===== src/rtl/mem_access_pkg.sv =====
// Shared constants for the MEM stage: widths, aluop codes for loads/stores, bus size codes, FSM encodings.
package mem_access_pkg;

  localparam int unsigned DW  = 32;
  localparam int unsigned OPW = 8;
  localparam int unsigned RW  = 5;

  localparam logic [OPW-1:0] EXE_LB_OP  = 8'b1110_0000;
  localparam logic [OPW-1:0] EXE_LH_OP  = 8'b1110_0001;
  localparam logic [OPW-1:0] EXE_LW_OP  = 8'b1110_0011;
  localparam logic [OPW-1:0] EXE_LBU_OP = 8'b1110_0100;
  localparam logic [OPW-1:0] EXE_LHU_OP = 8'b1110_0101;
  localparam logic [OPW-1:0] EXE_SB_OP  = 8'b1110_1000;
  localparam logic [OPW-1:0] EXE_SH_OP  = 8'b1110_1001;
  localparam logic [OPW-1:0] EXE_SW_OP  = 8'b1110_1011;

  localparam logic [1:0] SIZE_BYTE = 2'd0;
  localparam logic [1:0] SIZE_HALF = 2'd1;
  localparam logic [1:0] SIZE_WORD = 2'd2;

  localparam logic [2:0] ST_IDLE  = 3'd0;
  localparam logic [2:0] ST_REQ   = 3'd1;
  localparam logic [2:0] ST_WAIT  = 3'd2;
  localparam logic [2:0] ST_DONE  = 3'd3;
  localparam logic [2:0] ST_DRAIN = 3'd4;

endpackage


===== src/rtl/mem_access_align.sv =====
// Load/store decode, store lane replication, little-endian load extraction/extension, misalign check.
module mem_access_align
  import mem_access_pkg::*;
(
  input  logic [OPW-1:0] aluop,
  input  logic [1:0]     addr_lo,
  input  logic [DW-1:0]  reg2,
  input  logic [DW-1:0]  rdata,
  output logic           is_load_c,
  output logic           is_store_c,
  output logic           misaligned_c,
  output logic [1:0]     size_c,
  output logic [DW-1:0]  wdata_c,
  output logic [DW-1:0]  rdata_ext_c
);

  logic       sign_ext;
  logic [7:0] byte_sel;
  logic [15:0] half_sel;

  always_comb begin
    is_load_c  = 1'b0;
    is_store_c = 1'b0;
    size_c     = SIZE_WORD;
    sign_ext   = 1'b0;
    case (aluop)
      EXE_LB_OP:  begin is_load_c  = 1'b1; size_c = SIZE_BYTE; sign_ext = 1'b1; end
      EXE_LBU_OP: begin is_load_c  = 1'b1; size_c = SIZE_BYTE; end
      EXE_LH_OP:  begin is_load_c  = 1'b1; size_c = SIZE_HALF; sign_ext = 1'b1; end
      EXE_LHU_OP: begin is_load_c  = 1'b1; size_c = SIZE_HALF; end
      EXE_LW_OP:  begin is_load_c  = 1'b1; size_c = SIZE_WORD; end
      EXE_SB_OP:  begin is_store_c = 1'b1; size_c = SIZE_BYTE; end
      EXE_SH_OP:  begin is_store_c = 1'b1; size_c = SIZE_HALF; end
      EXE_SW_OP:  begin is_store_c = 1'b1; size_c = SIZE_WORD; end
      default:    ;
    endcase
  end

  always_comb begin
    misaligned_c = (is_load_c || is_store_c) &&
                   (((size_c == SIZE_HALF) && addr_lo[0]) ||
                    ((size_c == SIZE_WORD) && (addr_lo != 2'b00)));
  end

  // Byte lane N of the bus carries address offset N.
  always_comb begin
    case (addr_lo)
      2'd0:    byte_sel = rdata[7:0];
      2'd1:    byte_sel = rdata[15:8];
      2'd2:    byte_sel = rdata[23:16];
      default: byte_sel = rdata[31:24];
    endcase
    half_sel = addr_lo[1] ? rdata[31:16] : rdata[15:0];
  end

  always_comb begin
    case (size_c)
      SIZE_BYTE: begin
        rdata_ext_c = {{24{sign_ext & byte_sel[7]}}, byte_sel};
        wdata_c     = {4{reg2[7:0]}};
      end
      SIZE_HALF: begin
        rdata_ext_c = {{16{sign_ext & half_sel[15]}}, half_sel};
        wdata_c     = {2{reg2[15:0]}};
      end
      default: begin
        rdata_ext_c = rdata;
        wdata_c     = reg2;
      end
    endcase
  end

endmodule


===== src/rtl/mem_access.sv =====
// MEM pipeline stage: drives the SRAM-like data bus, stalls until the access completes, buffers load data.
module mem_access
  import mem_access_pkg::*;
(
  input  logic           clk,
  input  logic           rst,
  input  logic [5:0]     stall,
  input  logic           flush,
  input  logic [OPW-1:0] ex_aluop,
  input  logic [DW-1:0]  ex_mem_addr,
  input  logic [DW-1:0]  ex_reg2,
  input  logic [RW-1:0]  ex_wd,
  input  logic           ex_wreg,
  input  logic [DW-1:0]  ex_wdata,
  input  logic           ex_whilo,
  input  logic [DW-1:0]  ex_hi,
  input  logic [DW-1:0]  ex_lo,
  input  logic           ex_cp0_reg_we,
  input  logic [RW-1:0]  ex_cp0_reg_write_addr,
  input  logic [DW-1:0]  ex_cp0_reg_data,
  output logic [RW-1:0]  mem_wd,
  output logic           mem_wreg,
  output logic [DW-1:0]  mem_wdata,
  output logic           mem_whilo,
  output logic [DW-1:0]  mem_hi,
  output logic [DW-1:0]  mem_lo,
  output logic           mem_cp0_reg_we,
  output logic [RW-1:0]  mem_cp0_reg_write_addr,
  output logic [DW-1:0]  mem_cp0_reg_data,
  output logic           stallreq_mem,
  output logic           exc_adel,
  output logic           exc_ades,
  output logic [DW-1:0]  exc_badvaddr,
  output logic           data_req,
  output logic           data_wr,
  output logic [1:0]     data_size,
  output logic [DW-1:0]  data_addr,
  output logic [DW-1:0]  data_wdata,
  input  logic           data_addr_ok,
  input  logic           data_data_ok,
  input  logic [DW-1:0]  data_rdata
);

  logic [2:0]    state_q, state_d;
  logic [DW-1:0] buf_q, buf_d;
  logic          is_load, is_store, misaligned, mem_op, issue_ok;
  logic          req_c, stall_c, exc_c;
  logic [1:0]    size;
  logic [DW-1:0] wdata_al, rdata_ext;
  logic          unused_stall_bits;

  assign unused_stall_bits = ^{stall[5], stall[3:0]};

  mem_access_align u_align (
    .aluop        (ex_aluop),
    .addr_lo      (ex_mem_addr[1:0]),
    .reg2         (ex_reg2),
    .rdata        (data_rdata),
    .is_load_c    (is_load),
    .is_store_c   (is_store),
    .misaligned_c (misaligned),
    .size_c       (size),
    .wdata_c      (wdata_al),
    .rdata_ext_c  (rdata_ext)
  );

  assign mem_op   = is_load | is_store;
  assign issue_ok = mem_op & ~misaligned & ~flush;

  always_ff @(posedge clk) begin
    if (rst) begin
      state_q <= ST_IDLE;
      buf_q   <= '0;
    end else begin
      state_q <= state_d;
      buf_q   <= buf_d;
    end
  end

  // An accepted request must always see its data phase; a flush after acceptance drains it.
  always_comb begin
    state_d = state_q;
    buf_d   = buf_q;
    req_c   = 1'b0;
    stall_c = 1'b0;
    case (state_q)
      ST_IDLE: begin
        if (issue_ok) begin
          req_c   = 1'b1;
          stall_c = 1'b1;
          if (data_addr_ok) begin
            if (data_data_ok) begin
              buf_d   = rdata_ext;
              state_d = ST_DONE;
            end else begin
              state_d = ST_WAIT;
            end
          end else begin
            state_d = ST_REQ;
          end
        end
      end
      ST_REQ: begin
        req_c   = 1'b1;
        stall_c = 1'b1;
        if (data_addr_ok) begin
          if (flush) begin
            state_d = data_data_ok ? ST_IDLE : ST_DRAIN;
          end else if (data_data_ok) begin
            buf_d   = rdata_ext;
            state_d = ST_DONE;
          end else begin
            state_d = ST_WAIT;
          end
        end else if (flush) begin
          state_d = ST_IDLE;
        end
      end
      ST_WAIT: begin
        stall_c = 1'b1;
        if (data_data_ok) begin
          if (flush) begin
            state_d = ST_IDLE;
          end else begin
            buf_d   = rdata_ext;
            state_d = ST_DONE;
          end
        end else if (flush) begin
          state_d = ST_DRAIN;
        end
      end
      ST_DONE: begin
        if (flush || !stall[4]) state_d = ST_IDLE;
      end
      ST_DRAIN: begin
        stall_c = 1'b1;
        if (data_data_ok) state_d = ST_IDLE;
      end
      default: state_d = ST_IDLE;
    endcase
  end

  assign exc_c        = mem_op & misaligned & ~flush & ~rst & (state_q == ST_IDLE);
  assign exc_adel     = exc_c & is_load;
  assign exc_ades     = exc_c & is_store;
  assign exc_badvaddr = exc_c ? ex_mem_addr : '0;

  assign data_req     = req_c & ~rst;
  assign stallreq_mem = stall_c & ~rst;
  assign data_wr      = is_store;
  assign data_size    = size;
  assign data_addr    = ex_mem_addr;
  assign data_wdata   = wdata_al;

  assign mem_wd    = ex_wd;
  assign mem_wreg  = ex_wreg & ~is_store & ~(mem_op & misaligned) & ~flush & (state_q != ST_DRAIN);
  assign mem_wdata = ((state_q == ST_DONE) && is_load) ? buf_q : ex_wdata;

  assign mem_whilo              = ex_whilo;
  assign mem_hi                 = ex_hi;
  assign mem_lo                 = ex_lo;
  assign mem_cp0_reg_we         = ex_cp0_reg_we;
  assign mem_cp0_reg_write_addr = ex_cp0_reg_write_addr;
  assign mem_cp0_reg_data       = ex_cp0_reg_data;

endmodule

===== config.mk =====
export PLATFORM = sky130hd
export DESIGN_NAME = mem_access
export DESIGN_NICKNAME = d
export VERILOG_FILES = /design/src/rtl/mem_access_pkg.sv /design/src/rtl/mem_access_align.sv /design/src/rtl/mem_access.sv
export SDC_FILE = /design/constraint.sdc
export NUM_CORES = 1
export LEC_CHECK = 0
export ABC_AREA = 1
export ABC_CLOCK_PERIOD_IN_PS = 3130
export BUFFER_PORTS_ARGS = -buffer_cell sky130_fd_sc_hd__buf_4
export CAP_MARGIN = 20
export CORE_AREA = 2 2 195 197
export DETAILED_ROUTE_END_ITERATION = 6
export DIE_AREA = 0 0 197 199
export PLACE_DENSITY = 0.47
export SYNTH_ARGS = -nofsm -noshare
export SYNTH_HDL_FRONTEND = slang
export SYNTH_SLANG_ARGS = --single-unit

===== constraint.sdc =====
create_clock -name clk -period 3.13 [get_ports clk]
set_input_delay 0.1565 -clock clk [delete_from_list [all_inputs] [get_ports clk]]
set_output_delay 0.1565 -clock clk [all_outputs]
set_load 0.03 [all_outputs]

Word-level counts from Yosys, hierarchy flattened
Index checks and enable logic that the tools add are counted.

word-level totals
  output and inout port bits = 244
  flip-flop bits (word level) = 35
  bits of input ports = 256

cells by class
  bitwise gates (word level) = 22
  multiplexer cells = 34
  reduce and logical (&&, ||, !) cells = 21
  equal/unequal tests = 27

operators with widths
  kind                                                              count
  32-bit two-way mux                                                9
  32-bit one-hot mux with 2 select lines                            2
  32-bit one-hot mux with 3 select lines                            1
  8-bit == test (second input constant)                             8
  3-bit two-way mux                                                 9
  8-bit one-hot mux with 3 select lines                             1
  1-bit bitwise AND                                                 16
  16-bit two-way mux                                                1
  2-bit inequality test (second input constant)                     8
  3-bit one-hot mux with 5 select lines                             1
  3-bit OR reduction                                                4
  3-bit inequality test (second input constant)                     3
  7-bit AND reduction                                               1
  3-bit by 2-bit == test with 1-bit output (second input constant)  2
  1-bit two-way mux                                                 5
  1-bit NOT                                                         5
  5-bit AND reduction                                               1
  5-bit OR reduction                                                1
  2-bit by 1-bit == test with 1-bit output (second input constant)  2
  2-bit == test (second input constant)                             2
  1-bit logical AND                                                 4
  2-bit logical NOT                                                 2
  2-bit two-way mux                                                 2
  1-bit one-hot mux with 2 select lines                             2
  10 further kinds                                                  12

Depth between registers and ports, before layout
  word-level depth = 13
  gate-level depth with buffers = 13
  mapped depth without buffers = 13

Hierarchy
Synthesis repeated with hierarchy kept, for this count alone.

unflattened totals
  cells, all modules = 772
  area, all modules = 5117.4 um^2

by module, submodules not included
  module            instances  cells each  area each (um^2)
  mem_access        1          498         3827.4
  mem_access_align  1          274         1290.0

Worst setup path after synthesis
No wires, ideal clock.

  path kind = flip-flop to output port
  from = reg state_q[1]
  to = out mem_wdata[1]
  buffers on the path = 1
  data arrival time = 1.677 ns
  stages on the path, launching flop included = 6
  slack = 1.297 ns
  cell sequence = dfxtp_1 inv_1 nor3_1 nand2_2 buf_2 o21ai_0

between the ends
  longest elaborated chain between the ends = 3

ends and longest elaborated chain
  item                                      RTL line           RTL
  start: declaration                        mem_access.sv:44   logic [2:0] state_q, state_d;
  start signal: assignment                  mem_access.sv:75   state_q <= state_d;
  3-bit by 2-bit == test with 1-bit output  mem_access.sv:157  assign mem_wdata = ((state_q == ST_DONE) && is_load) ? buf_q : ex_wdata;
  1-bit logical AND                         mem_access.sv:157
  32-bit two-way mux                        mem_access.sv:157
  end: declaration                          mem_access.sv:23   output logic [DW-1:0] mem_wdata,

Every way passes these cells.

Worst setup path in the final report
Ends and elaborated chain as after synthesis.

==> summary.txt <==
Int Power - 1.33 mW
number of global-route vias before repair - 4671
wire length of the first global-routing pass - 29400 um
routing usage on met1 - 12.7%
fmax - 400 MHz
input/output buffers - 278
clock net sink count - 35
antenna violation net count after detailed routing - 0
residual overflow from global routing - 0
Final period util - 79.9%
IR Drop Worst-Case VDD - 0.216 mV
post-synthesis register bit count - 35
clock-pin transition on the worst setup and hold timing paths - 60 ps
Final #Nets - 1138
WL final - 20600 um
overall via count from detail_route - 4983
number of search-and-repair iterations in the first detailed-routing pass - 5
clock latency on the worst-skew pair - 280 ps
Max FO, Critical Path - 35
met2 Resource Use GR - 16.0%
Starting Density - 12.2%
hpwl dp - 16900 um
Global Route met3 Usage - 4.24%
maximum number of pins on one net before global-route repair - 64
area of the mapped netlist - 4550 sq um
global router's overall resource usage - 10.2%
Power Dens Cells - 389 nW/um^2
Core Footprint - 37100 sq um
share of final-layout standard cells stronger than drive strength 1 - 38.1%
Synth Instances - 770
status - finished, final reports clean
x dimension of the die - 197 um
unrepaired setup endpoints after global routing - false
most used routing layer in global routing - met2
hold slack - 75.5 ps
Synth warnings - 0
hold_buf cts - 0
class of the most critical setup path - reg -> out
number of DRC markers after the initial detailed-route iteration - 233
clock tree from TritonCTS - yes
CP endpoint kind - primary output
endpoints failing setup - 0
Slew @ Worst Pin - 824 ps
leakage power - 3.27 nW
DRC - 0
count of instances resized after the clock tree is built - 0
most common flop cell mapped by yosys - sky130_fd_sc_hd__dfxtp_1
master cell of the clock root buffer - sky130_fd_sc_hd__clkbuf_16
Worst Hold Class - in -> reg
leading cell types in the layout, fill and taps excluded - 284 x sky130_fd_sc_hd__buf_4, 192 x sky130_fd_sc_hd__nand2_1, 105 x sky130_fd_sc_hd__nor2_1
CTS H-tree lvls - 2
synth unique cells - 31
clock network power share - 21.0%
relative max-transition margin - 44.9%
Die Area - 39200 sq um
share of power burned in registers - 27.6%
async set or reset register ratio after synthesis - 0%
final slew viol count - 0
final hold violation count - 0
setup repair bufs after CTS - 0
data arrival time of the critical path - 2340 ps
chip height - 199 um
Post-synth EDFFs - 0
Net Sw Frac - 44.3%
switching power summed over all nets - 1.06 mW
average cell area after synthesis - 5.90 sq um
average wire per standard cell - 15.2 um
total clock buffers created by CTS - 5
Vias/cell - 3.67
Worst Clk Skew - 6.62 ps
Ports - 500
deepest clock path buffer count - 2
shortest period the worst path allows - 2500 ps
max cap viols - 0
critical path startpoint category - register
area added between synthesis and finish - 35.2%
portion of the post-synthesis area used by sequential elements - 15.4%
gpl congestion - 0.708
Data required, critical path - 2970 ps
number of standard-cell rows in the floorplan - 71
syn nets - 1026
most common cell after layout, fill and taps aside - sky130_fd_sc_hd__buf_4
antenna violations before repair - 5
combinational share of power - 51.5%
aggregate negative setup slack - 0 ps
[through the flow]
| stage | total power [mW] | setup slack, ps | cell area (sq um) | cells | utilization [%] |
|---|---|---|---|---|---|
| 6_report | 2.39 | 630 | 6150 | 1357 | 16.6 |
| 5_1_grt | 2.60 | 329 | 6140 | 1356 | 16.5 |
| 4_1_cts | 2.43 | 530 | 6140 | 1356 | 16.5 |
| 3_5_place_dp | 1.91 | 734 | 6000 | 1349 | 16.2 |
| 3_3_place_gp | 1.91 | 726 | 6000 | 1349 | 16.2 |
| 2_1_floorplan | 1.78 | 1300 | 4550 | 770 | - |
[worst max-delay path, cell delays in order (launching register included)]
cell and delay (ps):
sky130_fd_sc_hd__dfxtp_1 390, sky130_fd_sc_hd__inv_1 100, sky130_fd_sc_hd__nor3_1 300, sky130_fd_sc_hd__nand2_2 540
sky130_fd_sc_hd__o21ai_0 470, sky130_fd_sc_hd__buf_4 230
[routing by layer]
layer  routed length, um  up-vias
met3                2230       56
met5                  48        -
li1                    -     2460
met2                9110      255
met1                8760     2204
met4                 475        8
[area by class of cell]
type	instances	area (sq um)
clock inverter	1	5.00
inverter	86	323
multi-input combinational	470	2250
antenna	1	2.50
fill	4351	31000
clock buffer	6	139
tap	474	593
sequential	35	701
timing repair buffer	284	2130
[Yosys cell counts (4+ instances only)]
cell type,n,area (sq um)
sky130_fd_sc_hd__dfxtp_1,35,701
sky130_fd_sc_hd__inv_1,80,300
sky130_fd_sc_hd__nor2_1,105,394
sky130_fd_sc_hd__a21oi_1,41,205
sky130_fd_sc_hd__buf_2,14,70.1
sky130_fd_sc_hd__nor3_1,4,20.0
sky130_fd_sc_hd__o211ai_1,10,75.1
sky130_fd_sc_hd__mux2_2,29,327
sky130_fd_sc_hd__clkbuf_1,8,30.0
sky130_fd_sc_hd__nand2_1,192,721
sky130_fd_sc_hd__inv_2,4,15.0
sky130_fd_sc_hd__nand2_2,4,25.0
sky130_fd_sc_hd__buf_4,153,1150
sky130_fd_sc_hd__o21ai_0,19,95.1
sky130_fd_sc_hd__nand3_1,50,250
[worst paths after layout]
kind	start	to	slack (ps)	cells past startpoint
hold reg to reg	buf_q[9]	buf_q[9]	480	2
setup reg to reg	state_q[0]	buf_q[2]	1060	9
hold / removal	rst	state_q[1]	80	2
setup / recovery	state_q[1]	mem_wdata[1]	630	5
[power by group through the flow]
| stage | Sequential (mW) | Clock [mW] | Combinational, mW |
|---|---|---|---|
| finish | 0.659 | 0.501 | 1.23 |
| global route | 0.680 | 0.547 | 1.37 |
| CTS | 0.667 | 0.532 | 1.24 |
| detailed placement | 0.675 | 0 | 1.23 |
| global placement | 0.675 | 0 | 1.24 |
| floorplan | 0.628 | 0 | 1.15 |
[logic make-up after synthesis]
| family | count (synthesis) | synth area share (%) |
|---|---|---|
| AOI/OAI and AO/OA | 74 | 8.89 |
| buffers and inverters | 265 | 35.2 |
| DFF | 35 | 15.4 |
| muxes | 29 | 7.18 |
| and+or+nand+nor | 367 | 33.3 |
[sequential cells by signal (all words and copies together), names as in the netlist]
register,cells
state_q,3
buf_q,32
(Power assumes the default switching activity.)
